==> config.mk <==
export PLATFORM = sky130hd
export DESIGN_NAME = alu
export DESIGN_NICKNAME = d
export VERILOG_FILES = /design/src/rtl/alu.sv
export SDC_FILE = /design/constraint.sdc
export NUM_CORES = 1
export LEC_CHECK = 0
export CORE_MARGIN = 2
export CORE_UTILIZATION = 42
export CTS_BUF_LIST = sky130_fd_sc_hd__clkbuf_8 sky130_fd_sc_hd__clkbuf_16
export DETAILED_ROUTE_END_ITERATION = 7
export SLEW_MARGIN = 5
export SYNTH_ARGS = -nofsm -noshare
export SYNTH_HDL_FRONTEND = slang
export SYNTH_SLANG_ARGS = --single-unit
==> constraint.sdc <==
create_clock -name clk -period 11.7 [get_ports clk]
set_clock_uncertainty 0.2 [all_clocks]
set_input_delay 1.17 -clock clk [delete_from_list [all_inputs] [get_ports clk]]
set_output_delay 1.17 -clock clk [all_outputs]
set_load 0.05 [all_outputs]
==> src/rtl/alu.sv <==
// Integer ALU for the RISC-V datapath with a one-cycle registered result and zero flag.
// Define ALU_FLAGS_EN to add the registered N/C/V condition flags.
module alu #(
  parameter int unsigned WORDSIZE = 32
) (
  input  logic                clk,
  input  logic                rst,
  input  logic [WORDSIZE-1:0] A,
  input  logic [WORDSIZE-1:0] B,
  input  logic [3:0]          CTL,
  output logic [WORDSIZE-1:0] R,
  output logic                Z
`ifdef ALU_FLAGS_EN
  ,
  output logic                N,
  output logic                C,
  output logic                V
`endif
);

  localparam int unsigned SHW = (WORDSIZE > 1) ? $clog2(WORDSIZE) : 1;

  localparam logic [3:0] OP_AND  = 4'b0000;
  localparam logic [3:0] OP_OR   = 4'b0001;
  localparam logic [3:0] OP_ADD  = 4'b0010;
  localparam logic [3:0] OP_XOR  = 4'b0011;
  localparam logic [3:0] OP_SLL  = 4'b0100;
  localparam logic [3:0] OP_SRL  = 4'b0101;
  localparam logic [3:0] OP_SUB  = 4'b0110;
  localparam logic [3:0] OP_SLT  = 4'b0111;
  localparam logic [3:0] OP_SRA  = 4'b1000;
  localparam logic [3:0] OP_SLTU = 4'b1001;
  localparam logic [3:0] OP_NOR  = 4'b1100;

  logic [WORDSIZE-1:0] r_d, r_q;
  logic                z_d, z_q;
  logic [SHW-1:0]      shamt;
  logic [WORDSIZE-1:0] add_res, sub_res;

  assign shamt = B[SHW-1:0];

`ifdef ALU_FLAGS_EN
  logic n_d, n_q, c_d, c_q, v_d, v_q;
  logic add_co, sub_borrow;

  // Widened add/sub expose carry-out and borrow for the flag logic.
  assign {add_co, add_res}     = {1'b0, A} + {1'b0, B};
  assign {sub_borrow, sub_res} = {1'b0, A} - {1'b0, B};
`else
  assign add_res = A + B;
  assign sub_res = A - B;
`endif

  // Next result, zero flag and optional condition flags.
  always_comb begin
    r_d = '0;
    unique case (CTL)
      OP_AND:  r_d = A & B;
      OP_OR:   r_d = A | B;
      OP_ADD:  r_d = add_res;
      OP_XOR:  r_d = A ^ B;
      OP_SLL:  r_d = A << shamt;
      OP_SRL:  r_d = A >> shamt;
      OP_SUB:  r_d = sub_res;
      OP_SLT:  r_d = WORDSIZE'($signed(A) < $signed(B));
      OP_SRA:  r_d = WORDSIZE'($signed(A) >>> shamt);
      OP_SLTU: r_d = WORDSIZE'(A < B);
      OP_NOR:  r_d = ~(A | B);
      default: r_d = '0;
    endcase
    z_d = (r_d == '0);
`ifdef ALU_FLAGS_EN
    n_d = r_d[WORDSIZE-1];
    c_d = 1'b0;
    v_d = 1'b0;
    if (CTL == OP_ADD) begin
      c_d = add_co;
      v_d = (A[WORDSIZE-1] == B[WORDSIZE-1]) && (add_res[WORDSIZE-1] != A[WORDSIZE-1]);
    end else if (CTL == OP_SUB) begin
      c_d = ~sub_borrow;
      v_d = (A[WORDSIZE-1] != B[WORDSIZE-1]) && (sub_res[WORDSIZE-1] != A[WORDSIZE-1]);
    end
`endif
  end

  // Output registers; reset discards any in-flight result.
  always_ff @(posedge clk) begin
    if (rst) begin
      r_q <= '0;
      z_q <= 1'b1;
`ifdef ALU_FLAGS_EN
      n_q <= 1'b0;
      c_q <= 1'b0;
      v_q <= 1'b0;
`endif
    end else begin
      r_q <= r_d;
      z_q <= z_d;
`ifdef ALU_FLAGS_EN
      n_q <= n_d;
      c_q <= c_d;
      v_q <= v_d;
`endif
    end
  end

  assign R = r_q;
  assign Z = z_q;
`ifdef ALU_FLAGS_EN
  assign N = n_q;
  assign C = c_q;
  assign V = v_q;
`endif

endmodule

==> key figures <==
Pwr
  • Static leakage: 5.05 nW
  • Clock power share: 0.145
  • Sw Share: 0.535
  • Reg power frac: 0.139
  • Int Pwr: 0.421 mW
  • Peak supply drop: 60.1 µV
  • Sw power: 0.485 mW
  • Power density over the cells: 72.1 nW/µm²
  • Comb pwr share: 0.716

Clock tree
  • Hold_buf cts: 0
  • Setup repair bufs after CTS: 0
  • CTS tree: done
  • Sink Count: 33
  • Clock buffer count from CTS: 5
  • H-tree levels: 2
  • Longest Clk Path Bufs: 2
  • Post-CTS Resized: 0
  • Root Driver: clkbuf_16
  • Clk slew on worst S/H paths: 60 ps

GRT
  • Largest net degree at the start of global routing: 67
  • Grt ovf: 0
  • Initial antenna violation count: 1
  • Global-route wire length before repair: 87,000 µm
  • Vias in the first global route: 12,869
  • Total track usage: 0.413

Critical path
  • CP Class: in2reg
  • Most used cell, CP: nand4_1
  • CP max FO: 26
  • Kind of cell adding the most delay to the critical path: compound AO/OA/AOI/OAI gates
  • CP endpoint kind: flip-flop
  • Critical Path RT: 11,730 ps
  • Crit path buf inv count: 3
  • CP max-delay cell: a31oi_1
  • Crit-path max cell delay: 630 ps
  • Critical Path Start Type: input port
  • Arr. time, crit path: 6550 ps
  • CP Cell Sequence: clkdlybuf4s50_1 -> buf_4 -> inv_1 -> ha_1 -> a21oi_1 -> o211ai_1 -> a31oi_1 -> xnor2_1 -> nor2_1 -> a211oi_1 -> nand4_1 -> nor3_1 -> and4_1 -> nand4_1 -> nor4_1 -> a41o_1
  • Critical path depth: 16

Timing
  • Tcrit/Tclk final: 0.558
  • RSZ-0062 raised after global routing: false
  • Post-route minimum period: 6520 ps
  • Final hold vios: 0
  • Worst slew pin tran: 1190 ps
  • Max-slew violations: 0
  • Slew margin rel.: 0.205
  • Final setup viols: 0
  • Hold_ws: 1480 ps
  • Post-Route Setup TNS: 0 ps
  • Max frequency: 153 MHz

Floorplan
  • Die width: 167 µm
  • Core area: 26,100 µm²
  • Core Rows: 59
  • Die H: 167 µm
  • Die area: 28,000 µm²
  • Ports: 103
  • Initial Util: 0.429

Finish
  • Fillers: 2,744
  • Ant. Diodes: 0
  • Sequential cell area: 661 µm²
  • # nets final: 1,793
  • Final Util: 0.481
  • Most common cell after layout, fill and taps aside: nand2_1
  • Area grow syn2layout: 11.9%
  • Layout cell share with drive strength beyond 1: 0.0853
  • Area of the multi-input gates: 9690 µm²
  • Most frequent cells in the layout: nand2_1, nor2_1, a21oi_1

Detailed routing
  • Wire per inst: 30.3 µm
  • WL final: 59,100 µm
  • Vias: 13,846
  • Initial DRT Pass Iterations: 8
  • DRT iter0 DRCs: 2,198
  • Vias/cell: 7.09
  • Antenna-violating nets left: 0
  • Drc violations: 6

Status
  • Run status: finished, violations left
  • Violated checks: DRC

Synthesis
  • Yosys cell types: 88
  • Number of synthesized flops with an enable pin: 0
  • Yosys warns: 0
  • Synth area leader: ha_1
  • Largest cells by area after synthesis: ha_1, mux4_2, a21oi_1
  • Post-Syn Nets: 1,773
  • Syn avg cell area: 7.03 µm²
  • Seq/Total Area, Yosys: 0.0589
  • Seq cells post-synth: 33
  • Ys async rst share: 0
  • Predominant post-synthesis flop cell: dfxtp_1
  • Synth Instances: 1,597
  • Synth Cell Area: 11,200 µm²
  • Post-synth top area share: 0.116

Hold path
  • WHS Path Cells: 3
  • HP Class: in2reg

Placement
  • Dpl hpwl: 46,200 µm
  • RD Place Congestion: 1.08
  • I/O Buffers: 102

Job
  • MaxCap Viol Count: 0
## final timing paths
check	slack, ps	end	startpoint
hold / removal	1480	R[0]	rst
setup / recovery	5180	Z	B[4]
## cell usage after synthesis (7+ instances only)
cell type	count
inv_1	96
o22ai_1	35
mux4_2	36
a21oi_1	138
o211ai_1	26
o21a_1	10
a221o_1	14
xnor2_1	11
nor4_1	25
buf_1	14
nor2b_1	32
a21o_1	10
a31oi_1	20
nand3_1	24
nor2_1	146
buf_2	20
mux2i_1	69
a22oi_1	14
nor4b_1	7
o311ai_0	7
a211o_1	13
or3_1	9
ha_1	104
and2_1	11
and3_1	9
nand2_1	150
mux2_2	25
nand4_1	24
o21ai_0	78
dfxtp_1	33
clkbuf_1	83
o31ai_1	18
o221ai_1	18
mux2_1	8
o21ai_1	16
a211oi_1	32
nor3_1	44
nand2b_1	16
o21bai_1	10
a221oi_1	22
## through the flow
step	power, mW	instances	cell area, µm²	setup slack (ps)
global placement	0.753	1945	12400	5070
CTS	0.887	1953	12600	5400
finish	0.906	1953	12600	5180
global route	0.948	1953	12600	4910
detailed placement	0.753	1945	12400	5110
floorplan	0.529	1597	11200	6210
## metal layers
metal	vias up	routed length, µm	part of all wire	GRT usage
met5	-	13	0.00022	0
li1	6103	-	-	-
met3	167	6790	0.11	0.0945
met1	6573	23800	0.40	0.553
met2	1001	25200	0.43	0.633
met4	2	3340	0.057	0.186
## cell families after synthesis
group / after synthesis / share of synthesized area
xor gates and xnor gates: 11 / 0.00858
muxes: 143 / 0.174
DFF: 33 / 0.0589
AOI/OAI and AO/OA: 556 / 0.336
buffers and inverters: 226 / 0.0812
and+or+nand+nor: 522 / 0.222
adders and majority gates: 106 / 0.120
## area by class of cell
type / instances / area share
sequential: 33 / 0.0526
clock inverter: 3 / 0.00139
clock buffer: 5 / 0.00996
timing repair buffer: 136 / 0.0998
tap: 335 / 0.0334
inverter: 103 / 0.0308
multi-input combinational: 1338 / 0.772
## flip-flops by register name, indices dropped and copies added, names as in the netlist
name / cells
R: 32
Z: 1
## power by group through the flow
stage	Combinational, mW	Sequential [mW]	Clock (mW)
final	0.649	0.126	0.131
after global routing	0.681	0.127	0.139
after CTS	0.627	0.126	0.134
after detailed placement	0.624	0.129	0
after global placement	0.625	0.128	0
after floorplan	0.361	0.168	0
(Power assumes the default switching activity.)
